--- config.mk ---
export PLATFORM = sky130hd
export DESIGN_NAME = mem_instru_param
export DESIGN_NICKNAME = d
export VERILOG_FILES = /design/src/rtl/mem_pkg.sv /design/src/rtl/mem_instru_array.sv /design/src/rtl/mem_instru_param.sv
export SDC_FILE = /design/constraint.sdc
export NUM_CORES = 2
export LEC_CHECK = 0
export ABC_CLOCK_PERIOD_IN_PS = 2900
export CELL_PAD_IN_SITES_DETAIL_PLACEMENT = 0
export CELL_PAD_IN_SITES_GLOBAL_PLACEMENT = 1
export CORE_MARGIN = 10
export CORE_UTILIZATION = 31
export DETAILED_ROUTE_END_ITERATION = 12
export GPL_TIMING_DRIVEN = 0
export PLACE_DENSITY_LB_ADDON = 0.1
export SLEW_MARGIN = 0
export SYNTH_ARGS = -nofsm -noshare
export SYNTH_HDL_FRONTEND = slang
export SYNTH_SLANG_ARGS = --single-unit
--- constraint.sdc ---
create_clock -name clk -period 2.9 [get_ports clk]
set_clock_uncertainty 0.15 [all_clocks]
set_input_delay 0.58 -clock clk [delete_from_list [all_inputs] [get_ports clk]]
set_output_delay 0.58 -clock clk [all_outputs]
set_load 0.02 [all_outputs]
--- src/rtl/mem_pkg.sv ---
// Shared definitions for the instruction memory: fetch FSM encoding and default base address.
// No timing of its own; used by mem_instru_param.
package mem_pkg;
  typedef enum logic [1:0] {
    IDLE = 2'd0,
    WAIT = 2'd1,
    RESP = 2'd2
  } fetch_state_t;

  localparam logic [31:0] BASE_ADDR_DEF = 32'h0040_0000;
  localparam int          WAIT_CNT_W    = 3;
endpackage

--- src/rtl/mem_instru_array.sv ---
// Word storage for the instruction memory: synchronous write, registered read.
// Read data appears one cycle after rd_en; a same-cycle write to the read word returns the old word.
module mem_instru_array #(
  parameter int DATA_W = 32,
  parameter int DEPTH  = 64
) (
  input  logic                     clk,
  input  logic                     rst_n,
  input  logic                     wr_en,
  input  logic [$clog2(DEPTH)-1:0] wr_idx,
  input  logic [DATA_W-1:0]        wr_data,
  input  logic                     rd_en,
  input  logic [$clog2(DEPTH)-1:0] rd_idx,
  output logic [DATA_W-1:0]        rd_data
);

  logic [DATA_W-1:0] mem [DEPTH];

  // Contents survive reset so a loaded program is kept across a core reset.
  always_ff @(posedge clk) begin
    if (wr_en) begin
      mem[wr_idx] <= wr_data;
    end
  end

  always_ff @(posedge clk or negedge rst_n) begin
    if (!rst_n) begin
      rd_data <= '0;
    end else if (rd_en) begin
      rd_data <= mem[rd_idx];
    end
  end

endmodule

--- src/rtl/mem_instru_param.sv ---
// Instruction fetch memory with alignment/range checks and programmable wait states.
// Latency WAIT_STATES+1 cycles; busy during wait states, requests then ignored; 1/cycle when WAIT_STATES=0.
module mem_instru_param
  import mem_pkg::*;
#(
  parameter int                DATA_W      = 32,
  parameter int                ADDR_W      = 32,
  parameter int                DEPTH       = 64,
  parameter logic [ADDR_W-1:0] BASE_ADDR   = ADDR_W'(BASE_ADDR_DEF),
  parameter int                WAIT_STATES = 0
) (
  input  logic                     clk,
  input  logic                     rst_n,
  input  logic                     ReadMem,
  input  logic [ADDR_W-1:0]        Dir_Instru,
  output logic                     busy,
  output logic [DATA_W-1:0]        Dato_Instru,
  output logic                     dato_valid,
  output logic                     err_align,
  output logic                     err_rango,
  input  logic                     wr_en,
  input  logic [$clog2(DEPTH)-1:0] wr_idx,
  input  logic [DATA_W-1:0]        wr_data
);

  localparam int                    IDX_W    = $clog2(DEPTH);
  localparam logic [ADDR_W-1:0]     SPAN     = ADDR_W'(4 * DEPTH);
  localparam logic [WAIT_CNT_W-1:0] CNT_LOAD = (WAIT_STATES > 0) ? WAIT_CNT_W'(WAIT_STATES - 1)
                                                                 : '0;

  fetch_state_t          state, state_nxt;
  logic [WAIT_CNT_W-1:0] wait_cnt;
  logic [ADDR_W-1:0]     addr_q;
  logic                  accept;
  logic                  rd_go;
  logic                  rd_en;
  logic [ADDR_W-1:0]     rd_addr;
  logic [ADDR_W-1:0]     rd_off;
  logic                  rd_misal;
  logic                  rd_oor;
  logic                  err_align_q;
  logic                  err_rango_q;
  logic [DATA_W-1:0]     rd_data;

  assign accept = !ReadMem && (state == IDLE || state == RESP);

  always_ff @(posedge clk or negedge rst_n) begin
    if (!rst_n) begin
      state <= IDLE;
    end else begin
      state <= state_nxt;
    end
  end

  always_comb begin
    state_nxt = state;
    case (state)
      IDLE, RESP: begin
        if (!ReadMem) begin
          state_nxt = (WAIT_STATES == 0) ? RESP : WAIT;
        end else begin
          state_nxt = IDLE;
        end
      end
      WAIT: begin
        if (wait_cnt == '0) begin
          state_nxt = RESP;
        end
      end
      default: state_nxt = IDLE;
    endcase
  end

  always_comb begin
    busy       = 1'b0;
    dato_valid = 1'b0;
    case (state)
      WAIT:    busy       = 1'b1;
      RESP:    dato_valid = 1'b1;
      default: ;
    endcase
  end

  // The array is read on the edge that enters RESP; from WAIT the captured address is used.
  assign rd_go    = (state_nxt == RESP);
  assign rd_addr  = (state == WAIT) ? addr_q : Dir_Instru;
  assign rd_off   = rd_addr - BASE_ADDR;
  assign rd_misal = |rd_addr[1:0];
  assign rd_oor   = (rd_off >= SPAN);
  assign rd_en    = rd_go && !rd_misal && !rd_oor;

  always_ff @(posedge clk or negedge rst_n) begin
    if (!rst_n) begin
      wait_cnt    <= '0;
      addr_q      <= '0;
      err_align_q <= 1'b0;
      err_rango_q <= 1'b0;
    end else begin
      if (accept) begin
        addr_q   <= Dir_Instru;
        wait_cnt <= CNT_LOAD;
      end else if (state == WAIT && wait_cnt != '0) begin
        wait_cnt <= wait_cnt - WAIT_CNT_W'(1);
      end
      if (rd_go) begin
        err_align_q <= rd_misal;
        err_rango_q <= rd_oor;
      end
    end
  end

  mem_instru_array #(
    .DATA_W (DATA_W),
    .DEPTH  (DEPTH)
  ) u_array (
    .clk     (clk),
    .rst_n   (rst_n),
    .wr_en   (wr_en),
    .wr_idx  (wr_idx),
    .wr_data (wr_data),
    .rd_en   (rd_en),
    .rd_idx  (rd_off[IDX_W+1:2]),
    .rd_data (rd_data)
  );

  // Faulted fetches skip the array, so the stale read register is masked to zero.
  assign Dato_Instru = (err_align_q || err_rango_q) ? '0 : rd_data;
  assign err_align   = err_align_q;
  assign err_rango   = err_rango_q;

endmodule

==> flow_results.org <==
** Floorplanning
- In this run the vertical extent of the chip is 535 um.
- Die Wd :: 535 um
- For this configuration, the core starts out at a cell density of 0.311.
- In this run the count of I/O pins placed on the die edge is 110.
- In this run the standard cell core region covers 265,000 um2.
- The die covers 286,000 um2.
- Core Rows :: 189

** Layout
- Non-filler instance count after layout :: 9,529
- Util after Layout :: 0.393
- Net count of the finished layout :: 5,856
- Fraction of layout instances using a drive strength above 1 :: 0.245
- The area growth from synthesis to layout is 26.4%.

** Synthesis
- Netlist area before placement :: 82,300 um2
- Compound-cell area share of the yosys netlist :: 0.0530
- The share of the Yosys chip area taken by registers is 0.769.
- Unique masters post-synth :: 62
- Post-Synth Adder-Cell Area :: 0.000304
- Post-synthesis simple-gate area fraction :: 0.0878
- Number of synthesized flops with an enable pin :: 2,048
- The number of nets in the synthesized netlist is 5,211.
- The cell count after synthesis came out at 5,135.
- Of the total synthesized cell area, the portion taken by XOR and XNOR cells is 0.000106.
- Mapped Avg Cell Area :: 16.0 um2
- During synthesis, Yosys emitted a total of 0 warnings.
- Of the post-synthesis cell area, the part taken by muxes is 0.0689.
- Dominant combinational cell family by area after synthesis :: simple AND/OR/NAND/NOR gates
- #FFs+latches synth :: 2,119
- Flip-flop cell with the highest count after synthesis :: edfxtp_1
- Share of flip-flops with an asynchronous set or reset :: 0.0335

** Setup path
- For the worst setup path, the data arrival time is 4.43 ns.
- Reg-to-Reg Start :: state[0]
- Worst R2R End :: u_array.rd_data[16]
- Setup slack on the worst reg-to-reg path comes out at -0.82 ns.
- STA puts the critical path data required time at 3.61 ns.
- Max incr delay on CP :: 1.14 ns
- Library cell appearing most often on the critical path :: buf_12
- The critical path is of the register to register type.
- Of all nets on the critical path, the largest fanout is 10.
- Critical Path Sink Type :: register
- Library cell contributing the largest single delay on the critical path :: a222oi_1
- Number of cells on the worst reg-to-reg path :: 11
- The worst setup path is launched from a register.
- The critical path goes through and3b_2, a21o_1, buf_12, buf_12, buf_16, buf_16, buf_12, mux2i_1, a222oi_1, a311oi_2, nor3_1.

** Clock tree
- H-tree levels :: 4
- CTS buffer count :: 232
- The tree is rooted in a clkbuf_16.
- Counting along the longest clock path gives a buffer depth of 3.
- TritonCTS built the clock tree.
- Number of sinks on the clock net :: 2,119
- Skew-Pair Late Insertion Delay :: 0.95 ns
- Clock-pin slew was measured on the worst setup and hold paths at 0.06 ns.

** Routing
- After detailed routing, the number of remaining DRC violations is 0.
- Met1 WL :: 161,000 um
- Wire length after detailed routing :: 370,000 um
- The pre-antenna-repair detailed-routing pass consisted of 7 iterations.
- Wire length on met2 :: 166,000 um
- Number of antenna-violating nets in the routed design :: 0
- Using the TritonRoute via totals, the vias-per-cell ratio works out to 5.48.
- In the detailed route, the total length drawn on met3 is 27,900 um.
- Routed signal wires occupy layers up through met5.
- Drt first-iter violations :: 7,033
- Average routed wire per standard cell :: 38.8 um
- Total number of vias :: 52.2k

** Power
- Fraction of power consumed by the clock network :: 0.422
- The share of total power dissipated in sequential elements is 0.500.
- Design Power :: 67,700 uW
- Switching share of total power :: 0.246
- Internal power :: 51,100 uW
- In this run the power density over the cells is 651 nW/um2.
- The worst-case IR drop observed on VDD is 0.670 mV.
- Part of the power in combinational logic :: 0.078
- Summed over all cells, the static leakage comes to 0.0344 uW.
- Switch Pwr :: 16,700 uW

** Worst hold path
- Launch point of the worst hold path :: wr_data[0]
- The min-delay analysis places its worst path in the category input port to register.
- Hold-critical path endpoint :: u_array.mem[9][0]
- Cell depth of the worst min-delay path :: 2

** Status
- Result of the run :: complete, but fails checks
- The final reports fail on slew limit, setup timing.

** Timing
- The worst path in the final design needs a cycle of 3.72 ns, including I/O delays and setup.
- Setup violations remaining at the end of the flow were counted as 53.
- The number of pins with negative max-slew slack in the final report is 1.
- Fmax :: 269 MHz
- Post-route worst setup slack :: -0.821 ns
- Final hold vios :: 0
- In this run the tightest slew margin relative to its limit is -0.0460.
- Slew @ Worst Pin :: 1.57 ns
- In the finished design, the share of the clock period the worst path needs comes to 1.28.
- Setup repair after global routing could not meet its margin everywhere.
- Adding up every negative setup slack in the final design gives -20.36 ns.

** Global routing
- The number of global-route vias before repair is 49.1k.
- Wire length of the first global-routing pass :: 484,000 um
- The initial antenna violation count is 41.
- The total overflow left after global routing is 0.
- Across every metal layer, demand over resource in global routing totals 0.251.
- Entering global routing, the biggest net connects 65 pins.

** Placed design
- Sum of net half-perimeters after detailed placement :: 258,000 um
- The congestion estimate from routability-driven global placement came to 0.891.
- Counting tap cells, the placed design contains a total of 8,897 instances.
- Count of input and output buffers :: 103

** Job
- Across the run, the number of max-cap violations was 0.
-- cells by family after synthesis --
family	after synthesis
DFF	2119
and+or+nand+nor	1702
AOI/OAI and AO/OA	584
muxes	392
buffers and inverters	335
adders and majority gates	2
xor gates and xnor gates	1
-- metrics by stage --
step	hold slack (ns)	instance area, um2	setup WS, ns
2_1_floorplan	0.134	82400	-0.457
3_3_place_gp	0.316	87800	-4.38
3_5_place_dp	0.323	90900	-3.11
4_1_cts	0.00298	103000	-0.780
5_1_grt	0.0125	104000	-0.799
6_report	0.0376	104000	-0.821
-- cell usage after synthesis, drive strengths merged, types with 5 or more instances --
master  instances  area, um2
clkbuf        145        544
and2           33        206
and3           12       75.1
edfxtp       2048      61500
o311a           5       50.1
nand2        1086       4080
buf           178       1110
a211oi         29        218
a221oi         31        272
dfrtp          71       1780
nand3         352       1760
nand2b          9       56.3
o21ai          17       88.8
a22oi          20        150
a311oi         43        377
a222oi         33        330
mux2i         226       2270
nor3           42        210
a32o            7       70.1
mux4          135       3040
nor2b           5       31.3
nand4          40        250
inv            12       47.6
a21oi          66        334
mux2           31        349
nor2           96        368
a22o           37        324
a32oi          73        639
a31oi         152        951
nor4           13       81.3
o22ai          27        169
o221ai         25        219
-- power groups by stage --
stage	combinational (uW)	sequential, uW	clock [uW]
after floorplan	1660	34500	0
after global placement	4260	34700	0
after detailed placement	4490	34500	0
after CTS	5150	33900	28900
after global routing	5410	33900	30100
final	5300	33900	28600
-- cell usage in the layout, fill, tap and decap left out, drive strengths merged, types with 25 or more instances in the layout --
cell,instances
and2,33
nor2,96
o221ai,25
clkbuf,452
dfrtp,71
nand3,352
clkinv,94
a211oi,29
mux2i,226
dlygate4sd3,25
a221oi,31
clkdlybuf4s50,36
nand4,40
a21oi,66
a311oi,43
a31oi,152
mux4,135
edfxtp,2048
nor3,42
buf,538
a32oi,73
mux2,31
a222oi,33
nand2,1086
o22ai,27
a22o,37
-- cell type report --
cell class              instances  area (um2)
fillers                     24400      161000
flip-flops and latches       2119       63300
multi-input cells            2681       20000
clock buffers                 319        6180
repair buffers                420        5740
well taps                    3533        4420
plain buffers                 314        3230
clock inverters               108        1020
diodes                         23        57.6
inverters                      12        52.6
-- routing by layer --
metal | vias to the layer above | global-route usage
met5 | - | 0
met4 | 12 | 0.0871
met3 | 490 | 0.0402
met2 | 2391 | 0.387
met1 | 28000 | 0.359
li1 | 21300 | -
-- sequential cells by signal, summed over array words and instances (netlist names) --
signal,count
state,2
addr_q,32
u_array.mem,2048
u_array.rd_data,32
wait_cnt,3
err_rango,1
err_align,1
-- worst max-delay path by stage --
stage / from / endpoint / slack (ns)
finish: state[0] / u_array.rd_data[16] / -0.82
floorplan: wr_idx[3] / u_array.mem[10][0] / -0.46
CTS: state[1] / u_array.rd_data[16] / -0.78
global route: state[0] / u_array.rd_data[16] / -0.80
detailed placement: Dir_Instru[3] / u_array.rd_data[9] / -3.11
global placement: Dir_Instru[5] / u_array.rd_data[29] / -4.38
-- worst max-delay path, delay by kind of cell, from the launching register on --
| kind | cells | cell delay (ns) |
|---|---|---|
| DFF | 1 | 0.46 |
| AOI/OAI and AO/OA | 3 | 1.62 |
| muxes | 1 | 0.12 |
| and+or+nand+nor | 2 | 0.42 |
| buffers and inverters | 5 | 0.82 |
-- repair_timing --
item | CTS | global route
setup endpoints to repair | 176 | 158
gates resized for setup | 1109 | 112
buffers inserted | 97 | 67
hold buffers | 25 | 0
gates cloned | 3 | 0
pin swaps | 135 | 75
hold endpoints to repair | 440 | 0
Note: power is estimated with default switching activity, not from simulation.
